**src/rtl/display_pkg.sv**
```systemverilog
// Shared geometry and scan-state encoding for the LED matrix scan driver.
package display_pkg;

  localparam int ROWS  = 16;
  localparam int COLS  = 16;
  localparam int ROW_W = 4;
  localparam int COL_W = 4;

  typedef enum logic [1:0] {
    IDLE,
    SHIFT,
    LATCH,
    DISPLAY
  } scan_state_t;

endpackage

```
**src/rtl/row_shifter.sv**
```systemverilog
// Serialises one 16-bit row word onto sclk/sdata, column 15 first, each bit
// shown as CLK_DIV low cycles followed by CLK_DIV high cycles.
module row_shifter
  import display_pkg::*;
#(
  parameter int CLK_DIV = 1
) (
  input  logic            clk,
  input  logic            rst_n,
  input  logic [COLS-1:0] row_word_i,
  input  logic            start_i,
  output logic            sclk_o,
  output logic            sdata_o,
  output logic            done_o
);

  localparam int DIV_W = $clog2(CLK_DIV) + 1;
  localparam logic [DIV_W-1:0] DIV_LOAD = DIV_W'(CLK_DIV - 1);

  logic             busy_q, busy_d;
  logic             sclk_q, sclk_d;
  logic [COL_W-1:0] col_q, col_d;
  logic [DIV_W-1:0] div_q, div_d;
  logic             phase_end;

  assign phase_end = (div_q == '0);

  always_comb begin
    busy_d = busy_q;
    sclk_d = sclk_q;
    col_d  = col_q;
    div_d  = div_q;
    if (start_i) begin
      busy_d = 1'b1;
      sclk_d = 1'b0;
      col_d  = COL_W'(COLS - 1);
      div_d  = DIV_LOAD;
    end else if (busy_q) begin
      if (phase_end) begin
        div_d = DIV_LOAD;
        if (!sclk_q) begin
          sclk_d = 1'b1;
        end else begin
          // falling edge closes the bit; column 0 closes the whole row
          sclk_d = 1'b0;
          if (col_q == '0) busy_d = 1'b0;
          else             col_d  = col_q - 1'b1;
        end
      end else begin
        div_d = div_q - 1'b1;
      end
    end
  end

  always_ff @(posedge clk or negedge rst_n) begin
    if (!rst_n) begin
      busy_q <= 1'b0;
      sclk_q <= 1'b0;
      col_q  <= '0;
      div_q  <= '0;
    end else begin
      busy_q <= busy_d;
      sclk_q <= sclk_d;
      col_q  <= col_d;
      div_q  <= div_d;
    end
  end

  assign sclk_o  = sclk_q;
  assign sdata_o = busy_q ? row_word_i[col_q] : 1'b0;
  assign done_o  = busy_q && phase_end && sclk_q && (col_q == '0);

endmodule

```
**src/rtl/matrix_scan_driver.sv**
```systemverilog
// Row-scanned LED panel driver: double-buffered frame input, per-row shift,
// latch and fixed on-time; frames swap only in the IDLE slot between frames.
//
//   state   | meaning
//   IDLE    | one cycle between frames; promotes a pending shadow frame
//   SHIFT   | panel blanked, 16 column bits clocked out
//   LATCH   | one-cycle latch pulse, row_addr updated
//   DISPLAY | oe_n low for ON_CYCLES, then next row or back to IDLE
module matrix_scan_driver
  import display_pkg::*;
#(
  parameter int CLK_DIV   = 1,
  parameter int ON_CYCLES = 64
) (
  input  logic             clk,
  input  logic             reset,
  input  logic [255:0]     matrix_in,
  input  logic             frame_valid,
  output logic             frame_ready,
  output logic             sclk,
  output logic             sdata,
  output logic             latch,
  output logic             oe_n,
  output logic [ROW_W-1:0] row_addr,
  output logic             frame_done
);

  localparam int ON_W = $clog2(ON_CYCLES) + 1;

  scan_state_t      state_q, state_d;
  logic [255:0]     front_q, front_d;
  logic [255:0]     shadow_q, shadow_d;
  logic             pending_q, pending_d;
  logic [ROW_W-1:0] row_q, row_d;
  logic [ROW_W-1:0] row_addr_q, row_addr_d;
  logic [ON_W-1:0]  on_cnt_q, on_cnt_d;
  logic             frame_done_q, frame_done_d;
  logic             shift_start;
  logic             shift_done;
  logic [7:0]       row_base;

  assign row_base = {row_q, 4'b0000};

  row_shifter #(
    .CLK_DIV (CLK_DIV)
  ) u_row_shifter (
    .clk        (clk),
    .rst_n      (reset),
    .row_word_i (front_q[row_base +: COLS]),
    .start_i    (shift_start),
    .sclk_o     (sclk),
    .sdata_o    (sdata),
    .done_o     (shift_done)
  );

  always_comb begin
    state_d      = state_q;
    front_d      = front_q;
    shadow_d     = shadow_q;
    pending_d    = pending_q;
    row_d        = row_q;
    row_addr_d   = row_addr_q;
    on_cnt_d     = on_cnt_q;
    frame_done_d = 1'b0;
    shift_start  = 1'b0;

    // accept and swap are exclusive: accept needs pending low, swap needs it high
    if (frame_valid && !pending_q) begin
      shadow_d  = matrix_in;
      pending_d = 1'b1;
    end

    case (state_q)
      IDLE: begin
        if (pending_q) begin
          front_d   = shadow_q;
          pending_d = 1'b0;
        end
        state_d     = SHIFT;
        shift_start = 1'b1;
      end
      SHIFT: begin
        if (shift_done) state_d = LATCH;
      end
      LATCH: begin
        row_addr_d = row_q;
        on_cnt_d   = ON_W'(ON_CYCLES - 1);
        state_d    = DISPLAY;
      end
      DISPLAY: begin
        if (on_cnt_q == '0) begin
          if (row_q == ROW_W'(ROWS - 1)) begin
            row_d        = '0;
            frame_done_d = 1'b1;
            state_d      = IDLE;
          end else begin
            row_d       = row_q + 1'b1;
            state_d     = SHIFT;
            shift_start = 1'b1;
          end
        end else begin
          on_cnt_d = on_cnt_q - 1'b1;
        end
      end
      default: state_d = IDLE;
    endcase
  end

  always_ff @(posedge clk or negedge reset) begin
    if (!reset) begin
      state_q      <= IDLE;
      front_q      <= '0;
      shadow_q     <= '0;
      pending_q    <= 1'b0;
      row_q        <= '0;
      row_addr_q   <= '0;
      on_cnt_q     <= '0;
      frame_done_q <= 1'b0;
    end else begin
      state_q      <= state_d;
      front_q      <= front_d;
      shadow_q     <= shadow_d;
      pending_q    <= pending_d;
      row_q        <= row_d;
      row_addr_q   <= row_addr_d;
      on_cnt_q     <= on_cnt_d;
      frame_done_q <= frame_done_d;
    end
  end

  assign frame_ready = !pending_q;
  assign latch       = (state_q == LATCH);
  assign oe_n        = (state_q != DISPLAY);
  assign row_addr    = row_addr_q;
  assign frame_done  = frame_done_q;

endmodule

```
**config.mk**
```make
export PLATFORM = sky130hd
export DESIGN_NAME = matrix_scan_driver
export DESIGN_NICKNAME = d
export VERILOG_FILES = /design/src/rtl/display_pkg.sv /design/src/rtl/row_shifter.sv /design/src/rtl/matrix_scan_driver.sv
export SDC_FILE = /design/constraint.sdc
export NUM_CORES = 1
export LEC_CHECK = 0
export ABC_AREA = 0
export BUFFER_PORTS_ARGS = -buffer_cell sky130_fd_sc_hd__buf_2
export CAP_MARGIN = 20
export CORE_UTILIZATION = 54
export CTS_BUF_LIST = sky130_fd_sc_hd__clkbuf_4 sky130_fd_sc_hd__clkbuf_8
export CTS_CLUSTER_DIAMETER = 200
export DETAILED_ROUTE_END_ITERATION = 7
export PLACE_DENSITY_LB_ADDON = 0.3
export SYNTH_ARGS = -nofsm -noshare
export SYNTH_HDL_FRONTEND = slang
export SYNTH_SLANG_ARGS = --single-unit
```
**constraint.sdc**
```tcl
create_clock -name clk -period 2.2 [get_ports clk]
set_input_delay 0.11 -clock clk [delete_from_list [all_inputs] [get_ports clk]]
set_output_delay 0.11 -clock clk [all_outputs]
set_load 0.05 [all_outputs]
```
---- Word level (Yosys, flattened, before mapping) ----
Cells that the tools add are included.
Widths: inputs -> output; s select.
storage, ports and cells
  word-level logic and storage cells ...... 82
  RAM bits ................................ 0
  input port bits ......................... 259
  memories kept ........................... 0
  latch bits .............................. 0
  bits in registers ....................... 538
  bits in read-only memories .............. 0
  output and inout bits ................... 10
cells by class
  divide/modulo/power cells ............... 0
  add/subtract/negate cells ............... 4
  mux-type cells .......................... 36
  magnitude comparators ................... 1
  multipliers ............................. 0
  reductions and logical operators ........ 17
  equal/unequal tests ..................... 10
  bitwise logic cells ..................... 1
  shift operators ......................... 1
operator list
  kind                 count
  $shiftx 256x9->16    1
  $mux 4               6
  $mux 1               23
  $pmux 7 s2           1
  $ne 2x2->1 const B   6
  $reduce_and 2->1     5
  $pmux 2 s4           1
  $logic_not 7->1      1
  $mux 7               1
  $sub 7x1->7 const B  1
  $reduce_bool 2->1    3
  $lt 4x5->1 const B   1
  $add 4x1->4 const B  1
  $bmux 1 s4           1
  $eq 2x2->1 const B   2
  $eq 4x4->1 const B   1
  $logic_and 1x1->1    4
  $logic_not 4->1      1
  $mux 2               2
  $reduce_and 4->1     1
  $sub 4x1->4 const B  1
  $eq 2x1->1 const B   1
  $logic_not 2->1      1
  $pmux 1 s2           1
  3 further kinds      3

---- Logic depth before layout (Yosys ltp) ----
  word-level depth ........................ 6
  mapped depth ............................ 11
  mapped depth without buffers ............ 8

---- Modules after synthesis ----
From an unflattened synthesis, not the netlist that was laid out.
second synthesis, totals
  cell total of the unflattened synthesis .. 1375
  area total of the unflattened synthesis .. 22267.6 µm²
modules (own cells, without submodules)
  module              instances  seq. area each (µm²)  area each (µm²)  cells an instance
  matrix_scan_driver  1          13287.7               21819.7          1329
  row_shifter         1          150.1                 447.9            46

---- Worst setup path after synthesis ----
Ideal clock, no wire load.
  path type ............................... register -> output
  start ................................... register row_q[0]
  end ..................................... output sdata
  slack ................................... -361 ps
  arrival time ............................ 2451 ps
  data required time ...................... 2090 ps
  stages on the path, launching flop included .. 11
  cells stage by stage .................... dfrtp_1 -> buf_6 -> buf_6 -> buf_2 -> buf_4 -> mux4_2 -> mux2i_1 -> nand2_1 -> a21oi_1 -> o221ai_1 -> a41o_1
between the ends
  word-level cells in the longest chain between the ends .. 4
ends and longest elaborated chain
  element                       RTL line                   text
  start, declared               matrix_scan_driver.sv:34   logic [ROW_W-1:0] row_q, row_d;
  start signal, assigned        matrix_scan_driver.sv:124  row_q <= row_d;
  $shiftx 256x9->16             matrix_scan_driver.sv:49   .row_word_i (front_q[row_base +: COLS]),
  $bmux 1 s4                    row_shifter.sv:70          assign sdata_o = busy_q ? row_word_i[col_q] : 1'b0;
  $mux 1 (not written as such)  row_shifter.sv:70
  $mux 1                        row_shifter.sv:70
  end, declared                 matrix_scan_driver.sv:21   output logic sdata,
Every way passes these cells. The select of a mux whose other input is x is not followed.

---- Worst setup path in the final report ----
Ends and elaborated chain as after synthesis.

==> reports/metrics.yaml <==
final_cell_area_sq_um: 29500
clockPowerShare_pct: 34.8
ctsRootBufferMaster: "clkbuf_8"
hpwl_microns: 38300
grt_setup_unrepaired: "true"
cts-buffers-inserted: 87
port_buffers: 268
critPathKind: "flop to output port"
rr_worst_depth: 8
rows: 74
p_int_w: 0.0192
place_area_sq_um: 25000
syn_area_per_cell_sq_um: 16.1
p_switching_w: 0.00640
cts_sinks: 537
rrSetupSlack_ns: 0.14
layout_common_cells: "dfrtp_1, mux2_2, buf_2, dlygate4sd3_1, clkbuf_8"
finalSetupViolCount: 1
drc: 0
peakVddDrop_mv: 0.592
die_x_microns: 205
power.density_nw_per_um2: 867
final_core_util_pct: 72.5
worstSetupEndpoint: "sdata"
start_util_pct: 54.7
die_height_microns: 205
fillers: 2534
synth-seq-area-share_pct: 60.3
gp_congestion: 0.913
syn_to_final_growth_pct: 32.4
hold_viol: 0
syn_nets: 1654
fin_skew_ns: 0.0187
cp.required_ns: 2.09
syn_inst: 1387
slew_headroom_pct: 59.6
synth_edf_count: 0
ys_ff_latch: 537
max_freq_mhz: 289
end_kind: "output port"
critPathLaunch: "row_q[0]"
seq_power_share_pct: 52.4
cts_max_path_buffers: 3
grt_pass1_vias: 15621
fin_setup_tns_ns: -1.26
syn_area_sq_um: 22300
r2r-start: "row_q[0]"
timing.final.ws_setup_ns: -1.26
final_common_cell: "dfrtp_1"
wl_per_cell_microns: 22.3
vias: 14179
worst_pin_slew_ns: 0.606
yosys_warnings: 0
routed_wl_microns: 58300
period_share_pct: 157
critPathLaunchType: "flop"
worstHoldPathType: "input pin to flop"
fin_crit_ns: 3.46
worstPathArrival_ns: 3.35
crit_chain: "buf_12 -> buf_12 -> mux4_2 -> mux4_2 -> a22o_1 -> a311oi_1 -> a2111oi_0 -> a41o_2 -> buf_6"
p_leak_nw: 13.5
grt_start_max_net_pins: 99
switching_share_pct: 25.0
insertion_delay_ns: 0.65
ctsHtreeMaxLevel: 3
ant_nets: 0
drv_cap: 0
grt_antenna_before_repair: 1
fp.dieArea_sq_um: 42100
path_max_fanout: 12
first_pass_iters: 5
drtIter0Drc: 715
postSynth.asyncResetShare_pct: 100
pwr-share-comb_pct: 12.8
final_layout_size_suffix_gt1_share_pct: 53.4
ys_types: 47
num_io_pins: 269
outcome: "finished, violations left"
crit_slowest_cell: "dfrtp_4"
synth-main-ff-cell: "dfrtp_1"
cts_tree: "built"
vias_per_cell: 5.42
path_clk_slew_ns: 0.06
grt_use_total_pct: 28.5
fin_nets: 2289
grt_pass1_wl_microns: 89000
coreArea_sq_um: 40700
max_stage_delay_ns: 0.52
violations: "negative setup slack"
grt-ovfl-total: 0
drv_slew: 0
r2r_end: "u_row_shifter.col_q[1]"
dp_slack_ns: -0.674
critical path, delay by kind of cell (launching register included):
family	cells	cell delay (ns)
buffers and inverters	3	0.46
flip-flops	1	0.52
multiplexers	2	0.90
AO/OA/AOI/OAI	4	0.80
sequential cells by signal, indices dropped and copies added, names as in the netlist:
| name | count |
|---|---|
| frame_done | 1 |
| front_q | 256 |
| on_cnt_q | 7 |
| pending_q | 1 |
| row_addr | 4 |
| row_q | 4 |
| shadow_q | 256 |
| state_q | 2 |
| u_row_shifter.busy_q | 1 |
| u_row_shifter.col_q | 4 |
| u_row_shifter.sclk_o | 1 |
per-layer routing:
layer | vias up | track usage (%) | wire [microns]
met3 | 119 | 4.47 | 2210
met5 | - | 0 | 0
met2 | 370 | 48.7 | 30000
met4 | 0 | 11.8 | 1990
met1 | 7343 | 36.3 | 24000
li1 | 6347 | - | -
cell usage after synthesis, drive strengths merged, types with 4 or more instances:
| library cell | number | area (sq um) |
|---|---|---|
| nand2b | 4 | 25.0 |
| a21oi | 7 | 35.0 |
| nor2b | 8 | 50.1 |
| o21ai | 5 | 25.0 |
| nand2 | 20 | 75.1 |
| mux2 | 524 | 5900 |
| a22oi | 5 | 37.5 |
| o221ai | 5 | 43.8 |
| buf | 14 | 97.6 |
| a31oi | 4 | 25.0 |
| nand3 | 6 | 30.0 |
| mux4 | 57 | 1320 |
| inv | 12 | 45.0 |
| clkbuf | 73 | 274 |
| nor3 | 7 | 35.0 |
| nor2 | 12 | 45.0 |
| ha | 8 | 100 |
| mux2i | 33 | 330 |
| xnor2 | 5 | 43.8 |
| nand3b | 5 | 37.5 |
| dfrtp | 537 | 13400 |
timing repair:
action | CTS | global route
buffers inserted | 4 | 2
resized for setup | 7 | 9
gates cloned | 0 | 0
pin swaps | 0 | 3
endpoints found under the setup margin | 12 | 4
hold endpoints to repair | 651 | 0
hold buffers | 259 | 0
cell families after synthesis:
family          after synthesis  synth area share (%)
mux                         614                  33.9
flops                       537                  60.3
buf+inv                      99                  1.87
simple gates                 74                  1.71
compound gates               47                  1.54
xor+xnor                      8                 0.314
fa+ha+maj                     8                 0.449
power groups by stage:
stage	sequential, W	clock [W]	combinational (W)
CTS	0.0134	0.00903	0.00325
floorplan	0.0128	0	0.00208
global route	0.0136	0.00951	0.00357
global placement	0.0135	0	0.00274
finish	0.0134	0.00890	0.00328
detailed placement	0.0135	0	0.00286
cell type report:
type,instances,area [sq um],share of cell area (%)
inverter,12,45.0,0.153
tap,532,666,2.25
multi-input combinational,751,8500,28.8
antenna,1,2.50,0.00848
sequential,537,13400,45.5
clock buffer,134,1710,5.78
clock inverter,14,106,0.360
timing repair buffer,633,5050,17.1
metrics by stage:
stage | hold slack (ns) | power (W) | instances
2_1_floorplan | -0.186 | 0.0148 | 1387
3_3_place_gp | 0.0782 | 0.0162 | 2200
3_5_place_dp | 0.0800 | 0.0164 | 2200
4_1_cts | 0.109 | 0.0256 | 2611
5_1_grt | 0.130 | 0.0267 | 2614
6_report | 0.152 | 0.0256 | 2614
how the worst min path moves through the flow:
| stage | start | slack, ns | depth (start not counted) | endpoint |
|---|---|---|---|---|
| 2_1_floorplan | reset | -0.19 | 0 | frame_done |
| 3_3_place_gp | reset | 0.08 | 1 | shadow_q[55] |
| 3_5_place_dp | reset | 0.08 | 1 | front_q[28] |
| 4_1_cts | frame_valid | 0.11 | 4 | shadow_q[148] |
| 5_1_grt | frame_valid | 0.13 | 4 | shadow_q[191] |
| 6_report | frame_valid | 0.15 | 4 | shadow_q[191] |
(Power assumes the default switching activity.)
